### src/rtl/i2s_pkg.sv
// Shared types and constants for the I2S-to-left-justified converter.
package i2s_pkg;

  typedef enum logic [1:0] {StUnlock, StAcquire, StLock} lock_state_e;

  localparam logic [5:0] SlotBits16 = 6'd16;
  localparam logic [5:0] SlotBits24 = 6'd24;
  localparam logic [5:0] SlotBits32 = 6'd32;

  localparam logic LrckI2sLeft = 1'b0;
  localparam logic LrckLjLeft  = 1'b1;

  function automatic logic is_legal_slot(input logic [5:0] cnt);
    return (cnt == SlotBits16) || (cnt == SlotBits24) || (cnt == SlotBits32);
  endfunction

endpackage

### src/rtl/lj_serializer.sv
// Free-running left-justified serializer: mck divider, bit counter and output shift register.
module lj_serializer
  import i2s_pkg::*;
#(
  parameter int unsigned OUT_BITS     = 16,
  parameter int unsigned MCK_PER_OBCK = 8
) (
  input  logic                  i_clk,
  input  logic                  i_rst_n,
  input  logic                  i_sync,
  input  logic                  i_mute,
  input  logic [2*OUT_BITS-1:0] i_pair,
  output logic                  o_bck,
  output logic                  o_lrck,
  output logic                  o_data
);

  localparam int unsigned DivW = $clog2(MCK_PER_OBCK);
  localparam int unsigned BitW = $clog2(2 * OUT_BITS);

  logic [DivW-1:0]       r_div, w_div_n;
  logic [BitW-1:0]       r_bit, w_bit_n;
  logic [2*OUT_BITS-1:0] r_shift, w_shift_n, w_load;
  logic                  r_bck, r_lrck, r_data;

  // Muting is applied only at a frame load, so a word in flight always completes.
  assign w_load = i_mute ? '0 : i_pair;

  always_comb begin
    w_div_n   = r_div + 1'b1;
    w_bit_n   = r_bit;
    w_shift_n = r_shift;
    if (i_sync) begin
      w_div_n   = '0;
      w_bit_n   = '0;
      w_shift_n = w_load;
    end else if (r_div == DivW'(MCK_PER_OBCK - 1)) begin
      w_div_n = '0;
      if (r_bit == BitW'(2 * OUT_BITS - 1)) begin
        w_bit_n   = '0;
        w_shift_n = w_load;
      end else begin
        w_bit_n   = r_bit + 1'b1;
        w_shift_n = r_shift << 1;
      end
    end
  end

  always_ff @(posedge i_clk or negedge i_rst_n) begin
    if (!i_rst_n) begin
      r_div   <= '0;
      r_bit   <= '0;
      r_shift <= '0;
      r_bck   <= 1'b0;
      r_lrck  <= 1'b0;
      r_data  <= 1'b0;
    end else begin
      r_div   <= w_div_n;
      r_bit   <= w_bit_n;
      r_shift <= w_shift_n;
      r_bck   <= (w_div_n >= DivW'(MCK_PER_OBCK / 2));
      r_lrck  <= (w_bit_n < BitW'(OUT_BITS)) ? LrckLjLeft : ~LrckLjLeft;
      r_data  <= w_shift_n[2*OUT_BITS-1];
    end
  end

  assign o_bck  = r_bck;
  assign o_lrck = r_lrck;
  assign o_data = r_data;

endmodule

### src/rtl/i2s_to_lj_conv.sv
// I2S receiver with slot-width detection and lock/mute, feeding a regenerated LJ output stream.
module i2s_to_lj_conv
  import i2s_pkg::*;
#(
  parameter int unsigned OUT_BITS     = 16,
  parameter int unsigned MCK_PER_OBCK = 8,
  parameter int unsigned LOCK_FRAMES  = 4,
  parameter int unsigned BCK_TIMEOUT  = 64
) (
  input  logic       mck,
  input  logic       reset_n,
  input  logic       bck_i,
  input  logic       lrck_i,
  input  logic       data_i,
  output logic       bck_o,
  output logic       lrck_o,
  output logic       data_o,
  output logic       locked,
  output logic [5:0] in_bits,
  output logic       frame_err
);

  localparam int unsigned ToW = $clog2(BCK_TIMEOUT + 1);
  localparam int unsigned FcW = $clog2(LOCK_FRAMES + 1);

  logic [1:0]            r_bck_sync, r_lrck_sync, r_data_sync;
  logic                  r_bck_prev, r_lrck_prev;
  logic [5:0]            r_slot_cnt, r_prev_cnt, r_in_bits;
  logic [31:0]           r_shift, w_cap;
  logic [4:0]            w_idx;
  logic [OUT_BITS-1:0]   r_left, w_word;
  logic [2*OUT_BITS-1:0] r_hold;
  logic [ToW-1:0]        r_to_cnt;
  logic [FcW-1:0]        r_frame_cnt;
  lock_state_e           r_state;
  logic                  r_locked, r_frame_err, r_realign, r_sync;
  logic                  w_bck_rise, w_lrck, w_data, w_lr_edge, w_right_done;
  logic                  w_legal, w_consistent, w_slot_err, w_commit, w_timeout;

  assign w_bck_rise   = r_bck_sync[1] & ~r_bck_prev;
  assign w_lrck       = r_lrck_sync[1];
  assign w_data       = r_data_sync[1];
  assign w_lr_edge    = w_bck_rise & (w_lrck != r_lrck_prev);
  assign w_right_done = w_lr_edge & (w_lrck == LrckI2sLeft);
  assign w_legal      = is_legal_slot(r_slot_cnt);
  assign w_consistent = w_legal & (r_slot_cnt == r_prev_cnt);
  assign w_slot_err   = w_lr_edge & ~(w_consistent | ((r_state == StUnlock) & w_legal));
  assign w_commit     = w_right_done & ~w_slot_err;
  assign w_timeout    = ~w_bck_rise & (r_to_cnt == ToW'(BCK_TIMEOUT - 1));

  // The bit seen on an lrck edge is the last bit of the finishing word, not the new one.
  assign w_idx = 5'(6'd32 - r_slot_cnt);
  always_comb begin
    w_cap = r_shift;
    if (r_slot_cnt != 6'd0 && r_slot_cnt <= 6'd32) w_cap[w_idx] = w_data;
  end
  assign w_word = w_cap[31 -: OUT_BITS];

  always_ff @(posedge mck or negedge reset_n) begin
    if (!reset_n) begin
      r_bck_sync  <= '0;
      r_lrck_sync <= '0;
      r_data_sync <= '0;
      r_bck_prev  <= 1'b0;
      r_lrck_prev <= 1'b0;
      r_to_cnt    <= '0;
    end else begin
      r_bck_sync  <= {r_bck_sync[0], bck_i};
      r_lrck_sync <= {r_lrck_sync[0], lrck_i};
      r_data_sync <= {r_data_sync[0], data_i};
      r_bck_prev  <= r_bck_sync[1];
      if (w_bck_rise) r_lrck_prev <= w_lrck;
      if (w_bck_rise) r_to_cnt <= '0;
      else if (r_to_cnt != ToW'(BCK_TIMEOUT)) r_to_cnt <= r_to_cnt + 1'b1;
    end
  end

  always_ff @(posedge mck or negedge reset_n) begin
    if (!reset_n) begin
      r_slot_cnt <= '0;
      r_shift    <= '0;
      r_left     <= '0;
      r_hold     <= '0;
    end else if (w_lr_edge) begin
      r_slot_cnt <= 6'd1;
      r_shift    <= '0;
      if (!w_right_done) r_left <= w_word;
      else if (w_commit) r_hold <= {r_left, w_word};
    end else if (w_bck_rise) begin
      if (r_slot_cnt != 6'd63) r_slot_cnt <= r_slot_cnt + 1'b1;
      r_shift <= w_cap;
    end
  end

  always_ff @(posedge mck or negedge reset_n) begin
    if (!reset_n) begin
      r_state     <= StUnlock;
      r_frame_cnt <= '0;
      r_prev_cnt  <= '0;
      r_in_bits   <= '0;
      r_locked    <= 1'b0;
      r_frame_err <= 1'b0;
      r_realign   <= 1'b0;
      r_sync      <= 1'b0;
    end else begin
      r_frame_err <= 1'b0;
      r_sync      <= 1'b0;
      if (w_timeout) begin
        r_state     <= StUnlock;
        r_frame_cnt <= '0;
        r_in_bits   <= '0;
        r_locked    <= 1'b0;
        r_frame_err <= 1'b1;
        r_realign   <= 1'b0;
      end else if (w_lr_edge) begin
        r_prev_cnt <= r_slot_cnt;
        if (w_legal) r_in_bits <= r_slot_cnt;
        if (w_slot_err) begin
          r_state     <= StUnlock;
          r_frame_cnt <= '0;
          r_locked    <= 1'b0;
          r_frame_err <= 1'b1;
          r_realign   <= 1'b0;
        end else begin
          case (r_state)
            StUnlock: begin
              r_state     <= StAcquire;
              r_frame_cnt <= '0;
            end
            StAcquire: begin
              if (w_right_done) begin
                if (r_frame_cnt == FcW'(LOCK_FRAMES - 1)) begin
                  r_state     <= StLock;
                  r_locked    <= 1'b1;
                  r_realign   <= 1'b1;
                  r_frame_cnt <= '0;
                end else begin
                  r_frame_cnt <= r_frame_cnt + 1'b1;
                end
              end
            end
            StLock: begin
              // Realign fires one cycle after the commit so the new pair is already held.
              if (w_right_done && r_realign) begin
                r_sync    <= 1'b1;
                r_realign <= 1'b0;
              end
            end
            default: r_state <= StUnlock;
          endcase
        end
      end
    end
  end

  lj_serializer #(
    .OUT_BITS    (OUT_BITS),
    .MCK_PER_OBCK(MCK_PER_OBCK)
  ) u_ser (
    .i_clk  (mck),
    .i_rst_n(reset_n),
    .i_sync (r_sync),
    .i_mute (~r_locked),
    .i_pair (r_hold),
    .o_bck  (bck_o),
    .o_lrck (lrck_o),
    .o_data (data_o)
  );

  assign locked    = r_locked;
  assign in_bits   = r_in_bits;
  assign frame_err = r_frame_err;

endmodule

### config.mk
export PLATFORM = sky130hd
export DESIGN_NAME = i2s_to_lj_conv
export DESIGN_NICKNAME = d
export VERILOG_FILES = /design/src/rtl/i2s_pkg.sv /design/src/rtl/lj_serializer.sv /design/src/rtl/i2s_to_lj_conv.sv
export SDC_FILE = /design/constraint.sdc
export NUM_CORES = 1
export LEC_CHECK = 0
export ABC_AREA = 0
export CELL_PAD_IN_SITES_DETAIL_PLACEMENT = 1
export CELL_PAD_IN_SITES_GLOBAL_PLACEMENT = 1
export CORE_ASPECT_RATIO = 0.6
export CORE_MARGIN = 2
export CORE_UTILIZATION = 24
export DETAILED_ROUTE_END_ITERATION = 7
export PLACE_DENSITY = 0.5
export SYNTH_ARGS = -nofsm -noshare
export SYNTH_HDL_FRONTEND = slang
export SYNTH_HIERARCHICAL = 1
export SYNTH_SLANG_ARGS = --single-unit
### constraint.sdc
create_clock -name mck -period 2.9 [get_ports mck]
set_input_delay 0.29 -clock mck [delete_from_list [all_inputs] [get_ports mck]]
set_output_delay 0.29 -clock mck [all_outputs]
set_load 0.005 [all_outputs]
# ---- After elaboration in Yosys (flattened, before gate mapping)
# Index checks and enable logic that the tools add are counted.
# W data, S select, Z words.
dict set report word_totals {
  romBits 0
  mem_count 0
  wordCells 153
  latchBits 0
  regBits 164
  mem_bits_rw 0
  out_inout_bits 11
}
dict set report classes {
  n_reduce_logical 29
  n_div 0
  n_lt_le_gt_ge 5
  mux 55
  n_eq_ne 17
  bitwise 16
  shifts 0
  n_mul 0
  n_addsub 6
}
# cell count
set ops {}
lappend ops {{$mux W32} 7}
lappend ops {{$mux W6} 6}
lappend ops {{$bwmux W32} 1}
lappend ops {{$mux W3} 7}
lappend ops {{$mux W1} 20}
lappend ops {{$mux W5} 3}
lappend ops {{$mux W7} 2}
lappend ops {{$reduce_bool A2 Y1} 7}
lappend ops {{$eq A6 B5 Y1 const B} 2}
lappend ops {{$ne A4 B4 Y1 const B} 3}
lappend ops {{$mux W2} 5}
lappend ops {{$reduce_and A2 Y1} 5}
lappend ops {{$reduce_bool A3 Y1} 3}
lappend ops {{$and A1 B1 Y1} 8}
lappend ops {{$reduce_and A4 Y1} 2}
lappend ops {{$reduce_bool A4 Y1} 2}
lappend ops {{$add A7 B1 Y7 const B} 1}
lappend ops {{$eq A7 B6 Y1 const B} 1}
lappend ops {{$ne A7 B7 Y1 const B} 1}
lappend ops {{$not A1 Y1} 7}
lappend ops {{$add A3 B1 Y3 const B} 2}
lappend ops {{$add A6 B1 Y6 const B} 1}
lappend ops {{$eq A6 B6 Y1} 1}
lappend ops {{$eq A6 B6 Y1 const B} 1}
lappend ops {{other kinds (26)} 30}

# ---- Longest topological paths before layout
dict set report depth {
  ltp_word 10
  mapped_depth 9
}

# ---- Modules after synthesis
# The synthesis kept the hierarchy.
# module seq_area_each_um2 cells_each area_per_inst_um2 instances
set modules_own_cells {}
lappend modules_own_cells {i2s_to_lj_conv 2652.5 500 5157.4 1}
lappend modules_own_cells {lj_serializer 1026.0 217 2074.5 1}

# ---- Least setup slack after synthesis
# No wires, ideal clock.
dict set report synth_timing {
  path_kind {register to register}
  from {register r_slot_cnt[0]}
  to {register r_hold[3]}
  setup_time_ns 0.125
  period_less_slack_ns 2.343
  arrival_time_ns 2.218
  path_buffers 3
  stages_incl_launch_ff 10
  path_slack_ns 0.557
  cell_sequence {dfrtp_1 > buf_2 > inv_1 > ha_1 > clkbuf_1 > nor2b_1 > o21ai_0 > nor3_4 > buf_6 > mux2_2}
}
dict set report synth_between {
  elab_chain_len 10
}
# element line_no
set synth_rtl {}
lappend synth_rtl {{from (decl)} i2s_to_lj_conv.sv:28} ;# logic [5:0] r_slot_cnt, r_prev_cnt, r_in_bits;
lappend synth_rtl {{from (signal assigned)} i2s_to_lj_conv.sv:90} ;# if (r_slot_cnt != 6'd63) r_slot_cnt <= r_slot_cnt + 1'b1;
lappend synth_rtl {{branches (longest 10 deep; another with $lt A5 B6 Y1)} --}
lappend synth_rtl {{to (signal assigned)} i2s_to_lj_conv.sv:88} ;# else if (w_commit) r_hold <= {r_left, w_word};
lappend synth_rtl {{to (decl)} i2s_to_lj_conv.sv:32} ;# logic [2*OUT_BITS-1:0] r_hold;
# Parallel ways; which one is timed is not known. The select of a mux whose other input is x is not followed.
# A chain may end at the register's enable or synchronous reset.

# ---- Worst setup path after layout
dict set report layout_timing {
  from {register r_slot_cnt[1]}
  to {register r_left[1]}
}
dict set report layout_between {
  elab_chain_len 7
}
# element line_no
set layout_rtl {}
lappend layout_rtl {{$sub A1 B5 Y5} i2s_to_lj_conv.sv:52} ;# assign w_idx = 5'(6'd32 - r_slot_cnt);
lappend layout_rtl {{$lt A5 B6 Y1 (not written as such) / $ge A5 B1 Y1 (equally long branches)} i2s_to_lj_conv.sv:55} ;# if (r_slot_cnt != 6'd0 && r_slot_cnt <= 6'd32) w_cap[w_idx] = w_data;
lappend layout_rtl {{$logic_and A1 B1 Y1 (not written as such)} i2s_to_lj_conv.sv:55}
lappend layout_rtl {{$mux W1 (not written as such)} i2s_to_lj_conv.sv:55}
lappend layout_rtl {{$demux W1 S5} i2s_to_lj_conv.sv:55}
lappend layout_rtl {{$bwmux W32} i2s_to_lj_conv.sv:55}
lappend layout_rtl {{$mux W32 (*)} i2s_to_lj_conv.sv:55}
lappend layout_rtl {{to (signal assigned)} i2s_to_lj_conv.sv:87} ;# if (!w_right_done) r_left <= w_word;
lappend layout_rtl {{to (decl)} i2s_to_lj_conv.sv:31} ;# logic [OUT_BITS-1:0] r_left, w_word;
# Every way passes the cells marked *; elsewhere a longest branch is shown, timed or not. The select of a mux whose other input is x is not followed.

==> impl_metrics.json <==
{
  "status": "finished, final reports clean",
  "design_area_um2": 8417,
  "dp_hpwl_mm": 13.38,
  "synthFlopType": "dfrtp_1",
  "routabilityCongestion": 0.7593,
  "die_w_um": 228.1,
  "dr_wl_met2_mm": 7.213,
  "synth_area_um2": 7232,
  "drt-met1-wl_mm": 11.67,
  "setup_violations": 0,
  "internal_power_mw": 3.984,
  "fp.coreArea_um2": 29800,
  "drt_iter0_drc": 371,
  "rsz0062_at_grt": "no",
  "routed-wl-met3_um": 574,
  "hold_viol": 0,
  "synthCells": 717,
  "dieArea_um2": 31580,
  "dpl_cell_area_um2": 7841,
  "cts_tree": "done",
  "start_util_pct": 24.27,
  "vias": 5263,
  "startpoint_type": "register",
  "crit_start": "r_slot_cnt[1]",
  "pre_cts_slack_ns": 0.1945,
  "fin_skew_ns": 0.008556,
  "syn_to_final_growth_pct": 16.38,
  "clkSlewWorstSetupHoldPaths_ns": 0.06,
  "clkPwrFrac_pct": 35.3,
  "fp.dieH_um": 138.5,
  "power_density_nw_per_um2": 714.5,
  "maxSlewHeadroom_pct": 40.19,
  "cts_made_buffers": 17,
  "grt_max_degree": 68,
  "r2r_start": "r_slot_cnt[1]",
  "clock_latency_ns": 0.44,
  "nNetsFinal": 751,
  "tightest_slew_ns": 0.8961,
  "drv_slew": 0,
  "cts_max_level": 4,
  "ys_seq_area_share_pct": 50.87,
  "ios": 16,
  "ys_ff_latch": 147,
  "post_drt_via_cell_ratio": 4.569,
  "async_reset_ff_share_pct": 100.0,
  "drt_first_pass_iters": 4,
  "root_buffer": "clkbuf_16",
  "synth_edf_count": 0,
  "seqPwrFrac_pct": 41.9,
  "avgSynthCellArea_um2": 10.09,
  "first_global_vias": 5408,
  "diodes": 0,
  "cts.sinks": 147,
  "ys_types": 53,
  "cp.arrival_ns": 2.98,
  "r2r_slack_ns": 0.25,
  "syn-num-nets": 737,
  "antenna_found_initial": 0,
  "endpoint_kind": "register",
  "worst-path-max-fanout": 11,
  "avgRoutedWirePerCell_um": 17.04,
  "r2r_end": "r_left[1]",
  "rows": 49,
  "maxUsedRoutingLayer": "met4",
  "fmax_ghz": 0.3770,
  "yosysWarnings": 6,
  "cts.path.max_buffers": 2,
  "finalWorstSetupSlack_ns": 0.2472,
  "period_needed_ns": 2.653,
  "min_path_type": "input port to register",
  "p_leak_nw": 3.575,
  "switching_share_pct": 33.75,
  "fin_crit_sh_pct": 91.48,
  "reg2reg_depth": 8,
  "drc": 0,
  "worstSetupPathType": "register to register",
  "power_switching_mw": 2.030,
  "crit_end": "r_left[1]",
  "setup-tns-final_ns": 0,
  "drt.antenna.violating_nets": 0,
  "wirelength_mm": 19.64,
  "final_layout_size_suffix_gt1_share_pct": 11.29,
  "grt_overflow": 0,
  "grt_pass1_wl_mm": 32.46,
  "grt_util_all_layers_pct": 13.25,
  "crit_required_ns": 3.22,
  "port_buffers": 15,
  "p_comb_share_pct": 22.8,
  "max-vdd-ir-drop_v": 0.0004570,
  "maxCapViolCount": 0
}
## cells by family (layout without fill, tap and decap cells)
kind of cell / Yosys count / count (layout) / share of synthesized area (%)
multiplexers: 55 / 55 / 8.131
AND/OR/NAND/NOR: 270 / 270 / 19.00
buffers and inverters: 72 / 99 / 5.450
flip-flops: 147 / 147 / 50.87
XOR/XNOR: 12 / 12 / 1.453
AO/OA/AOI/OAI: 146 / 146 / 12.51
adder cells (fa/ha/maj): 15 / 15 / 2.595
## metal layers
metal  vias up  global-route usage (%)
li1       2537                       -
met1      2670                   21.69
met2        44                   16.30
met3        12                   3.445
met4         0                   3.715
met5         -                       0
## area by class of cell
| cell class | count | area, um^2 |
|---|---|---|
| inverter | 23 | 86.33 |
| fill | 3407 | 21380 |
| sequential | 147 | 3679 |
| timing repair buffer | 44 | 421.7 |
| multi-input combinational | 498 | 3162 |
| tap | 408 | 510.5 |
| clock inverter | 10 | 73.82 |
| clock buffer | 22 | 484.2 |
## timing repair
item	in CTS	in global routing
buffers inserted	0	1
hold buffers	1	0
endpoints found under the hold margin	65	0
setup endpoints to repair	0	2
gates resized for setup	0	2
## synthesized netlist by cell type, drive strengths merged (3+ instances only)
| library cell | instances | share of area [%] |
|---|---|---|
| clkbuf | 22 | 1.1 |
| nand2b | 7 | 0.61 |
| nand3b | 33 | 3.4 |
| nand2 | 89 | 4.6 |
| nor2b | 11 | 0.95 |
| nor2 | 67 | 3.5 |
| or2 | 5 | 0.43 |
| o21ai | 43 | 3.0 |
| nor3 | 5 | 0.50 |
| buf | 27 | 3.1 |
| and3 | 3 | 0.26 |
| o211ai | 16 | 1.7 |
| a31oi | 36 | 3.1 |
| nand3 | 22 | 1.5 |
| nor3b | 4 | 0.42 |
| and2 | 5 | 0.43 |
| a32oi | 7 | 0.85 |
| inv | 23 | 1.2 |
| xnor2 | 4 | 0.48 |
| nor4 | 3 | 0.35 |
| a21oi | 25 | 1.8 |
| mux2i | 25 | 3.5 |
| a22o | 4 | 0.48 |
| dfrtp | 147 | 51 |
| nor4b | 3 | 0.57 |
| ha | 15 | 2.6 |
| mux2 | 30 | 4.7 |
| o31ai | 3 | 0.31 |
| or3 | 5 | 0.43 |
| a21o | 4 | 0.42 |
| xor2 | 8 | 0.97 |
## sequential cells by signal (all words and copies together), names as in the netlist
| register | flops |
|---|---|
| r_prev_cnt | 6 |
| r_slot_cnt | 6 |
| in_bits | 6 |
| r_lrck_prev | 1 |
| r_frame_cnt | 3 |
| locked | 1 |
| r_shift | 16 |
| u_ser/o_lrck | 1 |
| r_bck_sync | 2 |
| r_bck_prev | 1 |
| r_left | 16 |
| u_ser/r_bit | 5 |
| r_data_sync | 2 |
| r_to_cnt | 7 |
| r_state | 2 |
| r_sync | 1 |
| frame_err | 1 |
| r_lrck_sync | 2 |
| u_ser/r_div | 2 |
| u_ser/o_bck | 1 |
| r_hold | 32 |
| r_realign | 1 |
| u_ser/r_shift | 32 |
## critical path, stage by stage, from the launching register on
cell and delay, ns:
dfrtp_1 0.50, inv_1 0.17, ha_1 0.40, nor4b_4 0.31, buf_4 0.21, mux2_2 0.42
nand2_1 0.09, o211ai_1 0.14, mux2_2 0.30
## metrics by stage
| step | cells | hold WS (ns) | total power [mW] | utilization (%) |
|---|---|---|---|---|
| 6_report | 1152 | 0.2890 | 6.014 | 28.25 |
| 3_5_place_dp | 1118 | 0.3363 | 3.902 | 26.32 |
| 4_1_cts | 1151 | 0.2663 | 6.082 | 28.22 |
| 2_1_floorplan | 717 | -0.005591 | 3.393 | - |
| 5_1_grt | 1152 | 0.2659 | 6.389 | 28.25 |
| 3_3_place_gp | 1118 | 0.3365 | 3.882 | 26.32 |
## cells in the final DEF (no fill, tap or decap), types with 8 or more instances in the layout
cell type / instances
dfrtp_1: 147
nand2_1: 89
nor2_1: 66
o21ai_0: 38
a31oi_1: 36
nand3b_1: 33
mux2i_1: 25
a21oi_1: 24
buf_4: 24
inv_1: 23
nand3_1: 22
clkbuf_16: 17
o211ai_1: 16
mux2_1: 16
ha_1: 15
mux2_2: 14
clkdlybuf4s50_1: 14
nor2b_1: 10
xor2_1: 8
## power by group through the flow
stage | Sequential (mW) | Combinational, mW | Clock [mW]
after floorplan | 2.42 | 0.971 | 0
after global placement | 2.56 | 1.32 | 0
after detailed placement | 2.56 | 1.35 | 0
after CTS | 2.52 | 1.35 | 2.21
after global routing | 2.56 | 1.54 | 2.30
final | 2.52 | 1.37 | 2.12
## worst min-delay path by stage
stage	start	to	slack (ns)	depth (start not counted)
3_5_place_dp	r_lrck_sync[0]	r_lrck_sync[1]	0.34	0
6_report	data_i	r_data_sync[0]	0.29	1
3_3_place_gp	r_lrck_sync[0]	r_lrck_sync[1]	0.34	0
2_1_floorplan	reset_n	frame_err	-0.006	0
4_1_cts	bck_i	r_bck_sync[0]	0.27	1
5_1_grt	bck_i	r_bck_sync[0]	0.27	1
(Power assumes the default switching activity.)
